**src/rtl/arm_bus_pkg.sv**
```systemverilog
// Shared definitions for the ARM-side external-bus initiator.
//   - Bus widths (address, data, byte enables)
//   - Idle levels of the chip select and the active-low strobes
//   - Bus-cycle phase encoding
//   - Helper that turns a phase length into the phase-counter load value
package arm_bus_pkg;

    localparam int ADDR_W = 24;
    localparam int DATA_W = 32;
    localparam int BE_W   = 4;

    localparam logic AS_IDLE     = 1'b0;
    localparam logic STROBE_IDLE = 1'b1;

    typedef enum logic [1:0] {
        ST_IDLE   = 2'd0,
        ST_SETUP  = 2'd1,
        ST_STROBE = 2'd2,
        ST_HOLD   = 2'd3
    } state_e;

    // The counter counts down to zero, so a phase of N cycles loads N-1.
    function automatic logic [7:0] phase_load(input int cycles);
        return 8'(cycles - 1);
    endfunction

endpackage

```
**src/rtl/arm_bus_master.sv**
```systemverilog
// arm_bus_master: issues one external-bus cycle per accepted command toward
// an FPGA register-file slave: SETUP (as=1, strobes high), STROBE (rs_n or
// ws_n low), HOLD (as=1, strobes high), then back to IDLE with a one-cycle
// rsp_valid. Every returned-to-IDLE cycle drives as=0, so the slave always
// sees a deselect between two accesses.
//
// Ports
//   clk, rst_n        clock, asynchronous active-low reset
//   cmd_valid/ready   command handshake (accept = cmd_valid && cmd_ready)
//   cmd_write         1 = write, 0 = read
//   cmd_addr/wdata/be command fields, sampled only at accept
//   rsp_valid         one-cycle completion pulse (reads and writes)
//   rsp_rdata         last read data, held until the next read completes
//   busy              high whenever not IDLE
//   bus_address       address to slave
//   bus_data_out      write data to slave
//   bus_data_in       read data from slave
//   bus_as            chip select, active-high
//   bus_rs_n/bus_ws_n read/write strobes, active-low
//   bus_be            byte enables to slave
// All outputs are registered.
module arm_bus_master
    import arm_bus_pkg::*;
#(
    parameter int SETUP_CYCLES  = 1,
    parameter int STROBE_CYCLES = 2,
    parameter int HOLD_CYCLES   = 1
) (
    input  logic              clk,
    input  logic              rst_n,
    input  logic              cmd_valid,
    output logic              cmd_ready,
    input  logic              cmd_write,
    input  logic [ADDR_W-1:0] cmd_addr,
    input  logic [DATA_W-1:0] cmd_wdata,
    input  logic [BE_W-1:0]   cmd_be,
    output logic              rsp_valid,
    output logic [DATA_W-1:0] rsp_rdata,
    output logic              busy,
    output logic [ADDR_W-1:0] bus_address,
    output logic [DATA_W-1:0] bus_data_out,
    input  logic [DATA_W-1:0] bus_data_in,
    output logic              bus_as,
    output logic              bus_rs_n,
    output logic              bus_ws_n,
    output logic [BE_W-1:0]   bus_be
);

    // Configuration check at elaboration. The slave only refreshes its
    // read data on the first strobe edge, so a 1-cycle strobe would
    // capture stale data.
    if (SETUP_CYCLES < 1 || SETUP_CYCLES > 255) begin : g_bad_setup
        $error("arm_bus_master: SETUP_CYCLES must be in 1..255");
    end
    if (STROBE_CYCLES < 2 || STROBE_CYCLES > 255) begin : g_bad_strobe
        $error("arm_bus_master: STROBE_CYCLES must be in 2..255");
    end
    if (HOLD_CYCLES < 1 || HOLD_CYCLES > 255) begin : g_bad_hold
        $error("arm_bus_master: HOLD_CYCLES must be in 1..255");
    end

    state_e      state_q, state_d;
    logic [7:0]  cnt_q, cnt_d;
    logic        wr_q;
    logic        accept;
    logic        capture_rd;

    logic        as_d, rs_n_d, ws_n_d, rsp_valid_d, ready_d, busy_d;

    // State register
    always_ff @(posedge clk or negedge rst_n) begin
        if (!rst_n) begin
            state_q <= ST_IDLE;
            cnt_q   <= 8'd0;
        end else begin
            state_q <= state_d;
            cnt_q   <= cnt_d;
        end
    end

    // Next-state logic; the counter is reloaded on every state entry.
    always_comb begin
        state_d    = state_q;
        cnt_d      = cnt_q;
        accept     = 1'b0;
        capture_rd = 1'b0;
        case (state_q)
            ST_IDLE: begin
                if (cmd_valid && cmd_ready) begin
                    accept  = 1'b1;
                    state_d = ST_SETUP;
                    cnt_d   = phase_load(SETUP_CYCLES);
                end
            end
            ST_SETUP: begin
                if (cnt_q == 8'd0) begin
                    state_d = ST_STROBE;
                    cnt_d   = phase_load(STROBE_CYCLES);
                end else begin
                    cnt_d = cnt_q - 8'd1;
                end
            end
            ST_STROBE: begin
                if (cnt_q == 8'd0) begin
                    state_d    = ST_HOLD;
                    cnt_d      = phase_load(HOLD_CYCLES);
                    capture_rd = !wr_q;
                end else begin
                    cnt_d = cnt_q - 8'd1;
                end
            end
            ST_HOLD: begin
                if (cnt_q == 8'd0) begin
                    state_d = ST_IDLE;
                    cnt_d   = 8'd0;
                end else begin
                    cnt_d = cnt_q - 8'd1;
                end
            end
            default: begin
                state_d = ST_IDLE;
                cnt_d   = 8'd0;
            end
        endcase
    end

    // Output logic: decoded from the next state so the registered bus
    // pins line up with the state they belong to.
    always_comb begin
        as_d        = (state_d != ST_IDLE) ? 1'b1 : AS_IDLE;
        rs_n_d      = STROBE_IDLE;
        ws_n_d      = STROBE_IDLE;
        if (state_d == ST_STROBE) begin
            if (wr_q) ws_n_d = 1'b0;
            else      rs_n_d = 1'b0;
        end
        rsp_valid_d = (state_q == ST_HOLD) && (state_d == ST_IDLE);
        ready_d     = (state_d == ST_IDLE);
        busy_d      = (state_d != ST_IDLE);
    end

    // Registered outputs and latched command fields
    always_ff @(posedge clk or negedge rst_n) begin
        if (!rst_n) begin
            bus_as       <= AS_IDLE;
            bus_rs_n     <= STROBE_IDLE;
            bus_ws_n     <= STROBE_IDLE;
            bus_address  <= '0;
            bus_data_out <= '0;
            bus_be       <= '0;
            wr_q         <= 1'b0;
            rsp_valid    <= 1'b0;
            rsp_rdata    <= '0;
            busy         <= 1'b0;
            cmd_ready    <= 1'b1;
        end else begin
            bus_as    <= as_d;
            bus_rs_n  <= rs_n_d;
            bus_ws_n  <= ws_n_d;
            rsp_valid <= rsp_valid_d;
            busy      <= busy_d;
            cmd_ready <= ready_d;
            // Bus fields only change at accept, so they stay stable
            // through the whole cycle and do not toggle in IDLE.
            if (accept) begin
                bus_address  <= cmd_addr;
                bus_data_out <= cmd_wdata;
                bus_be       <= cmd_be;
                wr_q         <= cmd_write;
            end
            if (capture_rd) begin
                rsp_rdata <= bus_data_in;
            end
        end
    end

endmodule

```
**config.mk**
```make
export PLATFORM = sky130hd
export DESIGN_NAME = arm_bus_master
export DESIGN_NICKNAME = d
export VERILOG_FILES = /design/src/rtl/arm_bus_pkg.sv /design/src/rtl/arm_bus_master.sv
export SDC_FILE = /design/constraint.sdc
export NUM_CORES = 1
export LEC_CHECK = 0
export ABC_AREA = 0
export BUFFER_PORTS_ARGS = -buffer_cell sky130_fd_sc_hd__buf_2
export CAP_MARGIN = 20
export CORE_AREA = 5 5 108 110
export DETAILED_ROUTE_END_ITERATION = 8
export DIE_AREA = 0 0 113 115
export PLACE_DENSITY = 0.74
export SYNTH_ARGS = -nofsm -noshare
export SYNTH_HDL_FRONTEND = slang
export SYNTH_SLANG_ARGS = --single-unit
```
**constraint.sdc**
```tcl
create_clock -name clk -period 1.8 [get_ports clk]
set_clock_uncertainty 0.2 [all_clocks]
set_input_delay 0.09 -clock clk [delete_from_list [all_inputs] [get_ports clk]]
set_output_delay 0.09 -clock clk [all_outputs]
set_load 0.05 [all_outputs]
```
After elaboration in Yosys (flattened, before gate mapping)
Cells that the tools add are included.

$add $sub $neg: 1. Equality and inequality tests: 5. Multiplexer cells: 18. Reductions and logical operators: 8.

Operators by type and width (number): 2-to-1 mux 8 bit (3); case mux 8 bit (3 select lines) (1); 2-to-1 mux 1 bit (9); logical NOT 8 bit (1); 2-to-1 mux 2 bit (4); case mux 2 bit (4 select lines) (1); subtractor 8 x 1 -> 8 bit (second input constant) (1); equality test 2 bit (second input constant) (3); logical NOT 2 bit (2); equality test 2 x 1 -> 1 bit (second input constant) (1); logical AND 1 bit (2); inequality test 2 bit (second input constant) (1); nonzero test 2 bit (1); OR reduction 2 bit (1); logical NOT 1 bit (1).

Register bits after elaboration: 109. Input bits: 96. Output and inout port bits: 98. Word-level logic and storage cells: 45.

Depth between registers and ports, before layout
Depth in word-level cells: 5. Mapped depth: 7.

Worst setup path after synthesis
Ideal clock, no wire load.

Path type: register to register. Start: register cnt_q[0]. End: register rsp_rdata[0]. Library setup time: 0.125 ns. Data arrival time: 1.600 ns. Data required time: 1.475 ns. Path slack: -0.125 ns. Cell stages (with the launch flop): 8. Buffers on the path: 1. Cell sequence: dfrtp_1 inv_1 ha_1 nor2b_2 and3_2 nand2_2 buf_6 mux2_4.

Longest elaborated chain between the ends: 3.

Ends and longest elaborated chain: start, declared (line arm_bus_master.sv:63) `logic [7:0] cnt_q, cnt_d;`; start signal, assigned (line arm_bus_master.sv:77) `cnt_q <= cnt_d;`; logical NOT 8 bit (line arm_bus_master.sv:104) `if (cnt_q == 8'd0) begin`; 2-to-1 mux 1 bit (line arm_bus_master.sv:104); 2-to-1 mux 1 bit (line arm_bus_master.sv:87) `case (state_q)`; end signal, assigned (line arm_bus_master.sv:172) `rsp_rdata <= bus_data_in;`; end, declared (line arm_bus_master.sv:38) `output logic [DATA_W-1:0] rsp_rdata,`.

No other way between the ends. A chain may end at the register's enable or synchronous reset.

Worst setup path after layout
Ends and elaborated chain as after synthesis.

==> qor.csv <==
metric;value;unit
final_layout_size_suffix_gt1_frac;0.4222;
worstPathRequired;1840;ps
async_reset_ff_frac;1.000;
drc;0;
insertion_delay;360;ps
synthDistinctLibCells;38;
start_util;0.4114;
vias;3993;
grt_use_met3;0.04053;
whs_endpoint;cnt_q[4]$_DFFE_PN0P_;
leakage;3.903;nW
cts_inserted_buffers;9;
failed_checks;negative setup slack;
io_buffers;193;
tritoncts;built;
cp_slowest_cell;dfrtp_1;
h-tree-depth;3;
grt_first_pass_wirelength;21180;um
rsz0062_at_grt;yes;
path_max_fanout;6;
setup_viol;33;
core_area;0.01060;mm2
syn-mean-instance-area;10.82;um2
wl_per_cell;15.26;um
reg2reg_slack;-100;ps
critical-path-top-delay-family;simple AND/OR/NAND/NOR gates;
synth_warnings;0;
cts_sinks;108;
dieArea;0.01300;mm2
worstReg2RegEnd;rsp_rdata[0]$_DFFE_PN0P_;
place_ws;-91.75;ps
whs;16.86;ps
fp.dieH;115;um
gr-usage-met1;0.2350;
cp-start-kind;flop;
place_area;0.005659;mm2
gp_congestion;0.8754;
cpPeakStageDelay;400;ps
synthFlopType;dfrtp_1;
maxSlewHeadroom;0.6147;
grt_max_degree;109;
drv_cap;0;
synth_top_cell_by_area;dfrtp_1;
hold_class;in2reg;
clk_pin_slew;100;ps
crit_chain;inv_2 > ha_4 > nor2b_4 > and3_4 > nand2_8 > buf_12 > mux2_4;
drt-pass1-iter-count;5;
cts-root-buf;clkbuf_8;
grt_pass1_vias;4347;
grt_usage;0.2034;
critPathBufInv;2;
busiest_layer;met2;
synth_nets;501;
place_hpwl;8137;um
fin_nets;814;
power_density;616.1;mW/mm2
wirelength;13140;um
synth-seq-cells;108;
synth-edff-count;0;
ant_nets;0;
place_inst;741;
cp-end-kind;flop;
use_met2;0.3649;
finalSetupTns;-2844;ps
worstHoldPathCells;5;
total_power;4.300;mW
status;finished, violations left;
synth_area;0.004362;mm2
slew_viol_final;0;
clk_path_buf_depth;2;
rows;38;
ys_seq_area_frac;0.6205;
worst_pin_slew;578.0;ps
drt_iter0_drc;224;
layout_common_cells;192 x buf_2, 187 x nand2_1, 105 x dfrtp_1;
path_class;reg2reg;
final_common_cell;buf_2;
die_w;113;um
grt-ovfl-total;0;
layout.cells.non_filler;861;
synthTopCellsByArea;dfrtp_1 60%, nand2_1 16%, mux2_4 10%, dfstp_2 1.8%, buf_2 1.0%;
pin_count;194;
antenna_found_initial;0;
fin_crit;1900;ps
fmax;0.5264;GHz
vias_per_cell;4.638;
setup_ws;-99.85;ps
period_share;1.055;
r2r_start;cnt_q[0]$_DFFE_PN0P_;
syn_inst;403;
synth_top_area_frac;0.6024;
crit_arrival;1940;ps
ir_drop;332.5;uV
fin_area;0.006979;mm2
hold_viol;0;
area_growth;60.01;%
worstRegToRegCells;7;
fin_util;0.6582;
hold_start;cmd_valid;
## cells in the mapped netlist, drive strengths merged (2+ instances only)
library cell	number
nor3	2
dfrtp	105
a31o	2
nand2	188
o21ai	10
a21oi	2
dfstp	3
o41ai	2
o31ai	2
xnor2	2
nor2	7
a211oi	2
buf	13
a31oi	2
mux2	32
nand2b	3
nor2b	2
clkbuf	6
inv	3
and3	4
nand3	2
ha	2
## where the power goes
part           switching, mW  leakage [nW]  internal [mW]
registers             0.0233          1.39           2.46
logic                  0.274          2.43          0.283
clock network          0.775        0.0844          0.484
total                   1.07          3.90           3.23
## state kept, by name, indices dropped and copies added (netlist names)
signal / cells
rsp_rdata: 32
bus_rs_n: 1
bus_as: 1
state_q: 2
wr_q: 1
cmd_ready: 1
bus_ws_n: 1
cnt_q: 8
bus_be: 4
bus_data_out: 32
rsp_valid: 1
bus_address: 24
## how the worst max path moves through the flow
| stage | from | slack [ps] | depth (start not counted) | end |
|---|---|---|---|---|
| after global placement | cnt_q[0]$_DFFE_PN0P_ | -20 | 7 | rsp_rdata[6]$_DFFE_PN0P_ |
| final | cnt_q[0]$_DFFE_PN0P_ | -100 | 7 | rsp_rdata[0]$_DFFE_PN0P_ |
| after floorplan | cnt_q[0]$_DFFE_PN0P_ | -60 | 7 | rsp_rdata[0]$_DFFE_PN0P_ |
| after global routing | cnt_q[0]$_DFFE_PN0P_ | -160 | 7 | rsp_rdata[4]$_DFFE_PN0P_ |
| after CTS | cnt_q[1]$_DFFE_PN0P_ | -60 | 7 | rsp_rdata[11]$_DFFE_PN0P_ |
| after detailed placement | cnt_q[0]$_DFFE_PN0P_ | -90 | 7 | rsp_rdata[6]$_DFFE_PN0P_ |
## logic make-up after synthesis
logic type | count (synthesis) | share of synthesized area
muxes | 32 | 0.1084
xor gates and xnor gates | 2 | 0.004017
and+or+nand+nor | 212 | 0.1954
DFF | 108 | 0.6205
buffers and inverters | 22 | 0.02754
adders and majority gates | 2 | 0.005736
AOI/OAI and AO/OA | 25 | 0.03844
## final cells by class
type | instances | area [um2]
Tap cell | 140 | 175.2
Antenna cell | 1 | 2.502
Inverter | 3 | 11.26
Clock inverter | 6 | 32.53
Timing Repair Buffer | 321 | 2286
Clock buffer | 9 | 123.9
Sequential cell | 108 | 2706
Fill cell | 764 | 3623
Multi-Input combinational cell | 273 | 1642
## metal layers
layer  vias up  part of all wire  wire length, um
li1       1913                 -                -
met1      1876              0.39             5064
met2       168              0.53             6906
met3        36             0.062              810
met4         0             0.027              359
met5         -                 0                0
## tightest hold or removal path: stages
cell      delay, ps
buf_2           110
a211oi_2         70
buf_4           160
nand2_1          60
o21ai_1          50
## timing repair
action / CTS / global route
endpoints found under the setup margin: 34 / 84
hold buffers: 94 / 0
gates resized for setup: 12 / 20
gates cloned: 2 / 0
hold endpoints to repair: 201 / 0
buffers inserted: 7 / 5
pin swaps: 3 / 6
Power figures use the tool's default switching activity.
